## config.mk

```make
export PLATFORM = sky130hd
export DESIGN_NAME = seg7_scan_driver
export DESIGN_NICKNAME = d
export VERILOG_FILES = /design/src/rtl/seg7_scan_driver.sv
export SDC_FILE = /design/constraint.sdc
export NUM_CORES = 1
export LEC_CHECK = 0
export ABC_AREA = 1
export BUFFER_PORTS_ARGS = -buffer_cell sky130_fd_sc_hd__buf_2
export CORE_MARGIN = 5
export CORE_UTILIZATION = 28
export CTS_BUF_LIST = sky130_fd_sc_hd__clkbuf_8
export CTS_CLUSTER_DIAMETER = 100
export DETAILED_ROUTE_END_ITERATION = 7
export PLACE_DENSITY_LB_ADDON = 0.1
export SYNTH_ARGS = -nofsm -noshare
export SYNTH_HDL_FRONTEND = slang
export SYNTH_SLANG_ARGS = --single-unit
```

## constraint.sdc

```tcl
create_clock -name CLK -period 1.7 [get_ports CLK]
set_input_delay 0.425 -clock CLK [delete_from_list [all_inputs] [get_ports CLK]]
set_output_delay 0.425 -clock CLK [all_outputs]
set_load 0.01 [all_outputs]
```

## src/rtl/seg7_scan_driver.sv

```systemverilog
// Multiplexed 7-segment scan driver: time-slices NUM_DIGITS digits, double-buffers
// the displayed value so updates only land at frame boundaries.
module seg7_scan_driver #(
  parameter int NUM_DIGITS  = 4,
  parameter int REFRESH_DIV = 100000,
  parameter bit HEX_MODE    = 1'b0,
  parameter bit ACTIVE_LOW  = 1'b1
) (
  input  logic                    CLK,
  input  logic                    RST,
  input  logic [4*NUM_DIGITS-1:0] value,
  input  logic [NUM_DIGITS-1:0]   dp_mask,
  input  logic                    load,
  input  logic                    lz_blank,
  input  logic                    blank,
  output logic [7:0]              SEG,
  output logic [NUM_DIGITS-1:0]   AN,
  output logic                    frame_done
);

  localparam int IDX_W = (NUM_DIGITS > 1) ? $clog2(NUM_DIGITS) : 1;
  localparam int CNT_W = $clog2(REFRESH_DIV);
  localparam logic [IDX_W-1:0]      LAST_IDX = IDX_W'(NUM_DIGITS - 1);
  localparam logic [CNT_W-1:0]      LAST_CNT = CNT_W'(REFRESH_DIV - 1);
  localparam logic [7:0]            SEG_OFF  = ACTIVE_LOW ? 8'hFF : 8'h00;
  localparam logic [NUM_DIGITS-1:0] AN_OFF   = ACTIVE_LOW ? '1 : '0;

  // Low-true glyph for a digit code with the dp segment left dark.
  function automatic logic [7:0] glyph_lo(input logic [3:0] code);
    case (code)
      4'h0: return 8'h03;
      4'h1: return 8'h9F;
      4'h2: return 8'h25;
      4'h3: return 8'h0D;
      4'h4: return 8'h99;
      4'h5: return 8'h49;
      4'h6: return 8'h41;
      4'h7: return 8'h1F;
      4'h8: return 8'h01;
      4'h9: return 8'h09;
      4'hA: return HEX_MODE ? 8'h11 : 8'hFF;
      4'hB: return HEX_MODE ? 8'hC1 : 8'hFF;
      4'hC: return HEX_MODE ? 8'h63 : 8'hFF;
      4'hD: return HEX_MODE ? 8'h85 : 8'hFF;
      4'hE: return HEX_MODE ? 8'h61 : 8'hFF;
      default: return HEX_MODE ? 8'h71 : 8'hFF;
    endcase
  endfunction

  logic [CNT_W-1:0]        cnt_p0;
  logic [IDX_W-1:0]        idx_p0;
  logic [4*NUM_DIGITS-1:0] pend_val_p0;
  logic [NUM_DIGITS-1:0]   pend_dp_p0;
  logic                    pending_p0;
  logic [4*NUM_DIGITS-1:0] act_val_p0;
  logic [NUM_DIGITS-1:0]   act_dp_p0;
  logic                    tick;
  logic                    wrap;

  assign tick = (cnt_p0 == LAST_CNT);
  assign wrap = tick && (idx_p0 == LAST_IDX);

  // Stage p0: slot counter, digit index and frame pulse
  always_ff @(posedge CLK) begin
    if (RST) begin
      cnt_p0     <= '0;
      idx_p0     <= '0;
      frame_done <= 1'b0;
    end else begin
      cnt_p0 <= tick ? '0 : cnt_p0 + 1'b1;
      if (tick) begin
        idx_p0 <= wrap ? '0 : idx_p0 + 1'b1;
      end
      frame_done <= wrap;
    end
  end

  // A load coinciding with the wrap bypasses the pending buffer so it is not lost.
  always_ff @(posedge CLK) begin
    if (RST) begin
      pend_val_p0 <= '0;
      pend_dp_p0  <= '0;
      pending_p0  <= 1'b0;
      act_val_p0  <= '0;
      act_dp_p0   <= '0;
    end else begin
      if (load) begin
        pend_val_p0 <= value;
        pend_dp_p0  <= dp_mask;
      end
      if (wrap) begin
        pending_p0 <= 1'b0;
        if (load) begin
          act_val_p0 <= value;
          act_dp_p0  <= dp_mask;
        end else if (pending_p0) begin
          act_val_p0 <= pend_val_p0;
          act_dp_p0  <= pend_dp_p0;
        end
      end else if (load) begin
        pending_p0 <= 1'b1;
      end
    end
  end

  logic [4*NUM_DIGITS-1:0] upper;
  logic [NUM_DIGITS-1:0]   onehot;
  logic                    lead_zero;
  logic                    dp_on;
  logic [7:0]              seg_lo;
  logic [NUM_DIGITS-1:0]   an_lo;

  // Digits from the current index upward all zero means this digit is a leading zero.
  always_comb begin
    upper     = act_val_p0 >> {idx_p0, 2'b00};
    onehot    = NUM_DIGITS'(1) << idx_p0;
    lead_zero = lz_blank && (idx_p0 != '0) && (upper == '0);
    dp_on     = |(act_dp_p0 & onehot);
    seg_lo    = lead_zero ? 8'hFF : glyph_lo(upper[3:0]);
    if (dp_on) begin
      seg_lo[0] = 1'b0;
    end
    an_lo     = ~onehot;
  end

  // Stage p1: registered segment and anode drive
  always_ff @(posedge CLK) begin
    if (RST) begin
      SEG <= SEG_OFF;
      AN  <= AN_OFF;
    end else if (blank) begin
      SEG <= SEG_OFF;
      AN  <= AN_OFF;
    end else begin
      SEG <= ACTIVE_LOW ? seg_lo : ~seg_lo;
      AN  <= ACTIVE_LOW ? an_lo : ~an_lo;
    end
  end

endmodule

```

==> metrics, run 1 <==
setup violators final=0; vias per std cell=4.23; WP data required=2.00 ns; FF+latch count, synth=73; Max Cap Viol=0; Synth area leaders=dfxtp_1 (41%), nand2_1 (9.4%), nor2_1 (7.6%); fraction of registers with async set/reset=0; Sw Ratio=0.236; xor/xnor share of the synthesized area=0.0123; htree depth=3; HP Class=in2reg; Seq/Total Area, Yosys=0.410; Total Routing Usage GR=0.121; CP endpoint kind=flip-flop; reg-to-reg endpoint=act_val_p0[0]$_SDFFE_PP0P_; DRT iter0 DRCs=141; initial antenna violation count=0; Setup WS post-layout=between 0.1 and 0.15 ns; Synth Net Count=510; area grow syn2layout=23.6%; Tmin final=1.58 ns; worst path arrival time=roughly 1.9 ns; internal reg-to-reg setup slack=0.12 ns; Worst slew margin=0.732; I/O pins=38; cells after synthesis=474; Clk Latency, worst-skew pair=0.36 ns; die area=15,100 sq um; PwrDens=~770 nW/um^2; gpl congestion=0.874; Placed Area=4060 sq um; clock tree buffer depth=2; end of the worst hold path=pend_val_p0[9]$_SDFFE_PP0P_; Design Power=between 0.003 and 0.004 W; area leader, netlist=dfxtp_1; Synth Area in Compound Gates=0.0288; EDFF count, synth=0; Die Height=123 um; layout cell share with drive strength beyond 1=0.254; Peak VDD IR=0.336 mV; diode count=0; Synth Area in Simple Gates=0.358; net switching power=0.000798 W; root buffer cell=clkbuf_8; adder-cell share of the synthesized area=0.0386; Design Area, Final=4400 sq um; DP HPWL=6340 um; hold wc startpoint=value[9]; post-synthesis mux area share=0.0562; Multi-input gate area=1840 sq um; total grt overflow=0; Fillers=about 1,400; crit path max fanout=8; Remaining DRCs=0; Crit Path Class=reg2reg; Hold Fails Final Rpt=0; Row Count=41; hold path depth=3; drt wl/cell=12.3 um; drt pass-1 iters=4; Startpoint Class=flip-flop; Setup Skew=0.00798 ns; Top FF cell, synth=dfxtp_1; Syn Area/Cell=between 7 and 8 sq um; Synth Cell Area=3560 sq um; Setup TNS Final=0 ns; Initial Util=0.284; register area=1470 sq um; global-route wire length before repair=roughly 14,000 um; f_max=635 MHz; drt total wl=8650 um; Warnings, synthesis=0; internal power=between 0.002 and 0.003 W; Reg power frac=0.524; clock share of power=0.417; P_leak=1.99 nW; Worst Reg2Reg Path Length in Cells=10; Post-DRT Antenna Nets=0; top cell type's share of synthesized area=0.410; r2r startpoint=cnt_p0[0]$_SDFF_PP0_; CTS tree=yes; largest family of logic cells by synthesized area=simple AND/OR/NAND/NOR gates; Die W=123 um; Port Buffers=37; vias in the first global route=2,817; Core Region=12,600 sq um; largest net degree at the start of global routing=24; actual slew at the worst max-slew pin=approximately 0.40 ns; Clock transition at path regs=0.08 ns; Cell variety after synth=37; Tcrit/Tclk final=0.927; vias=2,976; Post-Place Setup Slack=-0.0606 ns; outcome=finished, final reports clean; CTS Buf Count=9; nets=roughly 560; Max Transition Viols Final=0; clk sinks=73; Comb power frac=0.060
power groups by stage:
stage	clock network (W)	logic, W	registers, W
finish	0.00141	0.000201	0.00177
global route	0.00153	0.000226	0.00177
global placement	0	0.000199	0.00181
CTS	0.00146	0.000200	0.00176
floorplan	0	0.000113	0.00181
detailed placement	0	0.000199	0.00181
worst max-delay path, cell delays in order, from the launching register on:
cell,delay (ns)
dfxtp_2,0.36
ha_4,0.15
nand2_2,0.06
nor2_4,0.15
nand3_2,0.10
nor2_4,0.13
nand4_4,0.16
clkbuf_16,0.23
nand2_1,0.06
inv_1,0.03
nor2_1,0.08
through the flow:
| stage | util | hold slack, ns | instances |
|---|---|---|---|
| 2_1_floorplan | - | 0.417 | 474 |
| 3_3_place_gp | 0.323 | 0.432 | 685 |
| 3_5_place_dp | 0.323 | 0.442 | 685 |
| 4_1_cts | 0.339 | 0.316 | 700 |
| 5_1_grt | 0.350 | 0.322 | 704 |
| 6_report | 0.350 | 0.332 | 704 |
placed cells by master (no fill, tap or decap), types with 2 or more instances in the layout:
cell,count
nand2_4,4
nand3_2,5
buf_4,17
or2_0,2
dfxtp_2,3
o21ai_0,3
buf_12,4
nand2_2,28
clkbuf_8,11
inv_2,8
inv_1,58
ha_1,9
nand4_1,23
mux2i_1,20
clkbuf_16,2
nor3_1,5
clkinv_2,2
xor2_1,4
nand3_1,22
nor2_1,71
nand3b_1,8
ha_4,2
dfxtp_1,69
buf_2,37
nand2_1,85
nor2_4,3
a21oi_1,10
area by class of cell:
cell class / count / area share
Sequential cell: 73 / 0.334
Multi-Input combinational cell: 319 / 0.417
Tap cell: 172 / 0.0489
Clock buffer: 11 / 0.0344
Timing Repair Buffer: 60 / 0.101
Clock inverter: 4 / 0.00994
Inverter: 65 / 0.0554
worst max-delay path by stage:
stage                                 from                     endpoint  slack [ns]  cells after the start
floorplan           idx_p0[0]$_SDFFE_PP0P_            SEG[1]$_SDFF_PP1_       0.003                     12
global placement    idx_p0[0]$_SDFFE_PP0P_            SEG[3]$_SDFF_PP1_      -0.003                     11
detailed placement  idx_p0[0]$_SDFFE_PP0P_            SEG[3]$_SDFF_PP1_       -0.06                     11
CTS                 idx_p0[0]$_SDFFE_PP0P_            SEG[4]$_SDFF_PP1_        0.03                     11
global route          cnt_p0[0]$_SDFF_PP0_  act_val_p0[10]$_SDFFE_PP0P_       -0.01                     10
finish                cnt_p0[0]$_SDFF_PP0_   act_val_p0[0]$_SDFFE_PP0P_        0.12                     10
cell usage after synthesis (2+ instances only):
library cell	n
o21ai_0	4
nand3_1	24
buf_4	3
clkbuf_1	7
nand2_2	26
or2_0	2
xor2_1	4
buf_2	2
dfxtp_1	73
buf_1	2
nand2_4	2
inv_2	6
nand4_1	23
nand3_2	3
nand3b_1	8
ha_1	11
nand2_1	89
mux2i_1	20
buf_6	3
nor2_4	2
nor2_1	72
nor3_1	5
inv_1	59
a21oi_1	11
sequential cells by signal, indices dropped and copies added (netlist names):
| signal | flops |
|---|---|
| AN | 4 |
| frame_done | 1 |
| SEG | 8 |
| idx_p0 | 2 |
| act_dp_p0 | 4 |
| pending_p0 | 1 |
| pend_dp_p0 | 4 |
| cnt_p0 | 17 |
| act_val_p0 | 16 |
| pend_val_p0 | 16 |
repair_timing:
item                                    in CTS  in global routing
endpoints found under the setup margin       7                 39
buffers inserted                             0                  2
cloned                                       0                  2
pin swaps                                    0                  5
hold buffers                                 0                  0
gates resized for setup                      2                 22
cell families (layout without fill, tap and decap cells):
family	count (synthesis)	in the layout
xor+xnor	5	5
flops	73	73
fa+ha+maj	11	11
mux	20	20
compound gates	19	19
simple gates	264	264
buf+inv	82	140
metal layers:
layer,wire [um],track usage
met2,3430,0.167
met4,190,0.0574
met1,4660,0.174
met3,368,0.0323
met5,0,0
(Power assumes the default switching activity.)
==> run 2, diff against run 1 <==
--- a/config.mk
+++ b/config.mk
@@ -8,7 +8,7 @@
 export ABC_AREA = 1
 export BUFFER_PORTS_ARGS = -buffer_cell sky130_fd_sc_hd__buf_2
 export CORE_MARGIN = 5
-export CORE_UTILIZATION = 28
+export CORE_UTILIZATION = 55
 export CTS_BUF_LIST = sky130_fd_sc_hd__clkbuf_8
 export CTS_CLUSTER_DIAMETER = 100
 export DETAILED_ROUTE_END_ITERATION = 7
==> run 2 against run 1 <==
  * Clock power fell by 16%
  * Non-clock buffer count fell by 3
  * Combinational power fell by 7%
  * Via count rose by 1.3%
  * Critical endpoint is now SEG[1]$_SDFF_PP1_
  * Largest cell class unchanged
  * Wire length fell by 12%
  * Register-to-register slack barely moved
  * Design area fell by 5.1%
  * Power fell by 7.1%
  * Utilization rose by 31 points
==> metrics, run 2 (synthesized netlist as in run 1, its figures left out) <==
CTS tree=yes; internal power=0.00235 W (-8.7%); outcome=finished, final reports clean; Max Cap Viol=0 (unchanged); layout cell share with drive strength beyond 1=0.260 (+0.00662); Design Power=0.00313 W (-7.1%); Fillers=571 (-58%); root buffer cell=clkbuf_8; Die Height=90.5 um (-26%); largest net degree at the start of global routing=24 (unchanged); f_max=636 MHz (+0.20%); crit path max fanout=7 (-1); vias per std cell=4.97 (+18%); PwrDens=750 nW/um^2 (-2.1%); clk sinks=73 (unchanged); HP Class=in2reg; die area=8190 sq um (-46%); net switching power=0.000781 W (-2.2%); clock tree buffer depth=2 (unchanged); Max Transition Viols Final=0 (unchanged); WP data required=1.94 ns (-0.06 ns); Startpoint Class=flip-flop; Worst slew margin=0.766 (+0.0332); global-route wire length before repair=12,700 um (-11%); Tcrit/Tclk final=0.925 (-0.00183); worst path arrival time=1.81 ns (-0.07 ns); r2r startpoint=idx_p0[0]$_SDFFE_PP0P_; Comb power frac=0.060 (about the same); top flop regs=cnt_p0 (17), act_val_p0 (16), pend_val_p0 (16); Core Region=6310 sq um (-50%); number of flip-flops in the largest register=17 (unchanged); P_leak=1.92 nW (-3.2%); drt total wl=7620 um (-12%); setup violators final=0 (unchanged); hold wc startpoint=value[8]; area grow syn2layout=17.2%; nets=561 (-0.53%); commonest non-fill, non-tap cells in the layout=nand2_1 (81), dfxtp_1 (71), nor2_1 (71), inv_1 (56), buf_2 (37); diode count=0 (unchanged); Port Buffers=37 (unchanged); CP endpoint kind=flip-flop; hold_buf cts=0 (unchanged); Setup TNS Final=0 ns (unchanged); vias=3,015 (+1.3%); CTS Buf Count=9 (unchanged); internal reg-to-reg setup slack=0.13 ns (about the same); Crit Path Class=reg2reg; Remaining DRCs=0 (unchanged); Reg power frac=0.563 (+0.039); DRT iter0 DRCs=113 (-20%); gpl congestion=0.774 (-11%); Worst Reg2Reg Path Length in Cells=11 (+1); RSZ-0062 raised after global routing=true; DP HPWL=5620 um (-11%); final non-filler cell total=607 (-14%); drt pass-1 iters=4 (unchanged); hold path depth=3 (unchanged); I/O pins=38 (unchanged); end of the worst hold path=pend_val_p0[8]$_SDFFE_PP0P_; actual slew at the worst max-slew pin=0.350 ns (-0.0480 ns); Die W=90.5 um (-26%); Post-DRT Antenna Nets=0 (unchanged); Hold Fails Final Rpt=0 (unchanged); total grt overflow=0 (unchanged); initial antenna violation count=0 (unchanged); reg-to-reg endpoint=SEG[1]$_SDFF_PP1_; WHS=0.342 ns (+0.00976 ns); Initial Util=0.565 (+0.281); Sw Ratio=0.249 (+0.0126); htree depth=3 (unchanged); Setup Skew=0.0124 ns (+0.00442 ns); Clock transition at path regs=0.08 ns (about the same); Biggest register=cnt_p0; Clk Latency, worst-skew pair=0.35 ns (about the same); drt wl/cell=12.6 um (+2.2%); Row Count=29 (-29%); Total Routing Usage GR=0.187 (+0.0652); Tmin final=1.57 ns (-0.00312 ns); Placed Cells=589 (-14%); Peak VDD IR=0.535 mV (+59%); most common cell after layout, fill and taps aside=nand2_1; vias in the first global route=2,802 (-0.53%); clock share of power=0.377 (-0.040)
[run 2: what timing repair did]
item	4_1_cts	5_1_grt
setup buffers	0	2
pin swaps	0	9
endpoints found under the hold margin	0	0
gates resized for setup	1	28
endpoints found under the setup margin	4	20
[run 2: worst max-delay path by stage]
stage                                start           endpoint  slack [ns]  depth (start not counted)
finish              idx_p0[0]$_SDFFE_PP0P_  SEG[1]$_SDFF_PP1_        0.13                         11
global route        idx_p0[0]$_SDFFE_PP0P_  SEG[1]$_SDFF_PP1_       -0.05                          9
CTS                 idx_p0[0]$_SDFFE_PP0P_  SEG[2]$_SDFF_PP1_        0.01                         10
detailed placement  idx_p0[0]$_SDFFE_PP0P_  SEG[5]$_SDFF_PP1_       -0.01                         11
global placement    idx_p0[0]$_SDFFE_PP0P_  SEG[1]$_SDFF_PP1_        0.05                         11
floorplan           idx_p0[0]$_SDFFE_PP0P_  SEG[1]$_SDFF_PP1_       0.003                         12
[run 2: critical path, stage by stage, from the launching register on]
cell,delay (ns)
dfxtp_4,0.39
buf_6,0.13
nand2_2,0.06
nand3_2,0.08
nand2_4,0.09
inv_2,0.06
ha_4,0.15
nand3b_1,0.18
nand2_1,0.10
nor2_2,0.05
nor2_1,0.11
nand3_1,0.07
[run 2: stage by stage]
stage	cell area [sq um]	util	worst slack, ns
floorplan	3570	-	0.00266
global placement	3910	0.619	0.0487
detailed placement	3910	0.619	-0.0116
CTS	4090	0.647	0.00958
global route	4180	0.662	-0.0501
finish	4180	0.662	0.127
[run 2: power groups by stage]
stage	Combinational (W)	Sequential [W]	Clock (W)
floorplan	0.000113	0.00181	0
global placement	0.000186	0.00181	0
detailed placement	0.000188	0.00181	0
CTS	0.000188	0.00177	0.00122
global route	0.000210	0.00177	0.00131
finish	0.000187	0.00177	0.00118
[run 2: area by class of cell]
class	count	area [sq um]	area share
Multi-Input combinational cell	319	1830	0.438
Clock inverter	7	48.8	0.0117
Tap cell	77	96.3	0.0231
Clock buffer	9	124	0.0296
Timing Repair Buffer	57	368	0.0881
Inverter	65	246	0.0590
Sequential cell	73	1470	0.351
[run 2: layer usage]
metal / vias up / global-route usage / share of wire
li1: 1605 / - / -
met1: 1343 / 0.248 / 0.49
met2: 53 / 0.293 / 0.46
met3: 14 / 0.0492 / 0.037
met4: 0 / 0.0620 / 0.016
met5: - / 0 / 0
==> run 3, diff against run 2 <==
--- a/config.mk
+++ b/config.mk
@@ -6,7 +6,7 @@
 export NUM_CORES = 1
 export LEC_CHECK = 0
 export ABC_AREA = 1
-export BUFFER_PORTS_ARGS = -buffer_cell sky130_fd_sc_hd__buf_2
+export BUFFER_PORTS_ARGS = -buffer_cell sky130_fd_sc_hd__buf_4
 export CORE_MARGIN = 5
 export CORE_UTILIZATION = 55
 export CTS_BUF_LIST = sky130_fd_sc_hd__clkbuf_8
==> run 3 against run 2 <==
  * Sequential share of layout area decreased by 0.80 points
  * Utilization increased by 1.5 points
  * First-iteration DRC count increased by 49%
  * Register-to-register slack worse by 0.08 ns
  * Largest cell class unchanged
==> metrics, run 3 (synthesized netlist as in run 1, its figures left out) <==
gpl congestion=0.815 (+5.3%); area grow syn2layout=19.8%; drt wl/cell=13.0 um (+3.8%); Fillers=560 (-1.9%); actual slew at the worst max-slew pin=0.355 ns (+0.00459 ns); Row Count=29 (unchanged); Startpoint Class=flip-flop; worst-path cell chain=buf_6 > nand2_1 > o211ai_1 > nand2_2 > inv_2 > ha_4 > and3_1 > nand3b_1 > a21oi_2 > nand2_2 > nand3_1; Crit path buffers/inverters=2 (unchanged); Die Height=90.5 um (unchanged); Design Area, Final=4270 sq um (+2.2%); number of flip-flops in the largest register=17 (unchanged); drt pass-1 iters=4 (unchanged); Clock transition at path regs=0.08 ns (about the same); I/O pins=38 (unchanged); Initial Util=0.565 (unchanged); most used routing layer=met2; vias per std cell=4.93 (-0.73%); Core Region=6310 sq um (unchanged); Peak VDD IR=0.816 mV (+52%); worst path arrival time=1.94 ns (+0.13 ns); top flop regs=cnt_p0 (17), act_val_p0 (16), pend_val_p0 (16); delay-heaviest family, CP=simple AND/OR/NAND/NOR gates; Setup TNS Final=0 ns (unchanged); largest net degree at the start of global routing=24 (unchanged); crit-path max cell delay=0.39 ns (about the same); DP HPWL=5780 um (+2.9%); Design Power=0.00333 W (+6.1%); outcome=finished, final reports clean; clk sinks=73 (unchanged); Biggest register=cnt_p0; drt total wl=7900 um (+3.6%); initial antenna violation count=0 (unchanged); Hold Fails Final Rpt=0 (unchanged); clock tree buffer depth=2 (unchanged); Max Transition Viols Final=0 (unchanged); CP endpoint kind=flip-flop; PwrDens=779 nW/um^2 (+3.8%); DRT iter0 DRCs=168 (+49%); CTS tree=yes; Tcrit/Tclk final=0.971 (+0.0459); setup violators final=0 (unchanged); crit path max fanout=7 (unchanged); Total Routing Usage GR=0.195 (+0.00867); Placed Area=4010 sq um (+2.5%); GR met3 Demand/Resource=0.0492 (unchanged); met2 Track Usage GR=0.298 (+0.00484); diode count=0 (unchanged); commonest non-fill, non-tap cells in the layout=nand2_1 (86), dfxtp_1 (72), nor2_1 (72), inv_1 (58), buf_4 (51); htree depth=3 (unchanged); final non-filler cell total=606 (-0.16%); Remaining DRCs=0 (unchanged); total grt overflow=0 (unchanged); Tmin final=1.65 ns (+0.0780 ns); Setup Skew=0.00956 ns (-0.00284 ns); root buffer cell=clkbuf_8; Die W=90.5 um (unchanged); HP Class=in2reg; layout cell share with drive strength beyond 1=0.240 (-0.0203); Placed Cells=588 (-0.17%); global-route wire length before repair=13,300 um (+4.8%); Worst slew margin=0.763 (-0.00304); Crit Path Class=reg2reg; Post-DRT Antenna Nets=0 (unchanged); CTS Buf Count=9 (unchanged); Clk Latency, worst-skew pair=0.34 ns (about the same); Most common cell on crit path=nand2_2; vias in the first global route=2,874 (+2.6%); vias=2,988 (-0.90%); f_max=606 MHz (-4.7%); Max Cap Viol=0 (unchanged); Critical-path top delay cell=dfxtp_4; hold_buf cts=0 (unchanged); most common cell after layout, fill and taps aside=nand2_1; Port Buffers=37 (unchanged); Post-Place Setup Slack=-0.106 ns (-0.0942 ns); die area=8190 sq um (unchanged); M1 GR Usage=0.270 (+0.0223); WP data required=1.99 ns (+0.05 ns); nets=560 (-0.18%); P_leak=1.98 nW (+2.6%); Setup WS post-layout=0.0494 ns (-0.0780 ns); internal reg-to-reg setup slack=0.05 ns (-0.08 ns)
## run 3: where the power goes
group | switching [W] | internal, W | leakage (nW)
combinational | 0.000110 | 0.0000971 | 1.28
clock | 0.000647 | 0.000708 | 0.0995
sequential | 0.0000143 | 0.00175 | 0.596
total | 0.000771 | 0.00256 | 1.98
## run 3: timing repair
action | in CTS | in global routing
pin swaps | 0 | 6
buffers inserted | 0 | 2
endpoints found under the setup margin | 7 | 7
gates resized for setup | 2 | 16
## run 3: layout make-up
class / count / area (sq um) / area share
repair buffers: 56 / 465 / 0.109
flip-flops and latches: 73 / 1470 / 0.343
clock inverters: 6 / 58.8 / 0.0138
inverters: 65 / 244 / 0.0571
clock buffers: 10 / 138 / 0.0322
multi-input cells: 319 / 1800 / 0.422
well taps: 77 / 96.3 / 0.0226
## run 3: worst min-delay path, stage by stage
cell and delay, ns:
buf_4 0.08, mux2i_1 0.07, nor2_1 0.08
## run 3: path summary, 6_finish.rpt
kind / startpoint / cells past startpoint / to
worst max-delay path: idx_p0[0]$_SDFFE_PP0P_ / 11 / SEG[3]$_SDFF_PP1_
worst min-delay path: value[2] / 3 / pend_val_p0[2]$_SDFFE_PP0P_
worst max register to register: idx_p0[0]$_SDFFE_PP0P_ / 11 / SEG[3]$_SDFF_PP1_
worst min register to register: cnt_p0[0]$_SDFF_PP0_ / 1 / cnt_p0[0]$_SDFF_PP0_
## run 3: routing by layer
metal  part of all wire  vias up
met5                  0        -
met4             0.0087        0
met3              0.052        6
met2               0.46       68
met1               0.48     1319
li1                   -     1595
## run 3: stage by stage
| step | utilization | hold slack [ns] |
|---|---|---|
| floorplan | - | 0.417 |
| global placement | 0.635 | 0.430 |
| detailed placement | 0.635 | 0.444 |
| CTS | 0.667 | 0.331 |
| global route | 0.677 | 0.340 |
| finish | 0.677 | 0.342 |
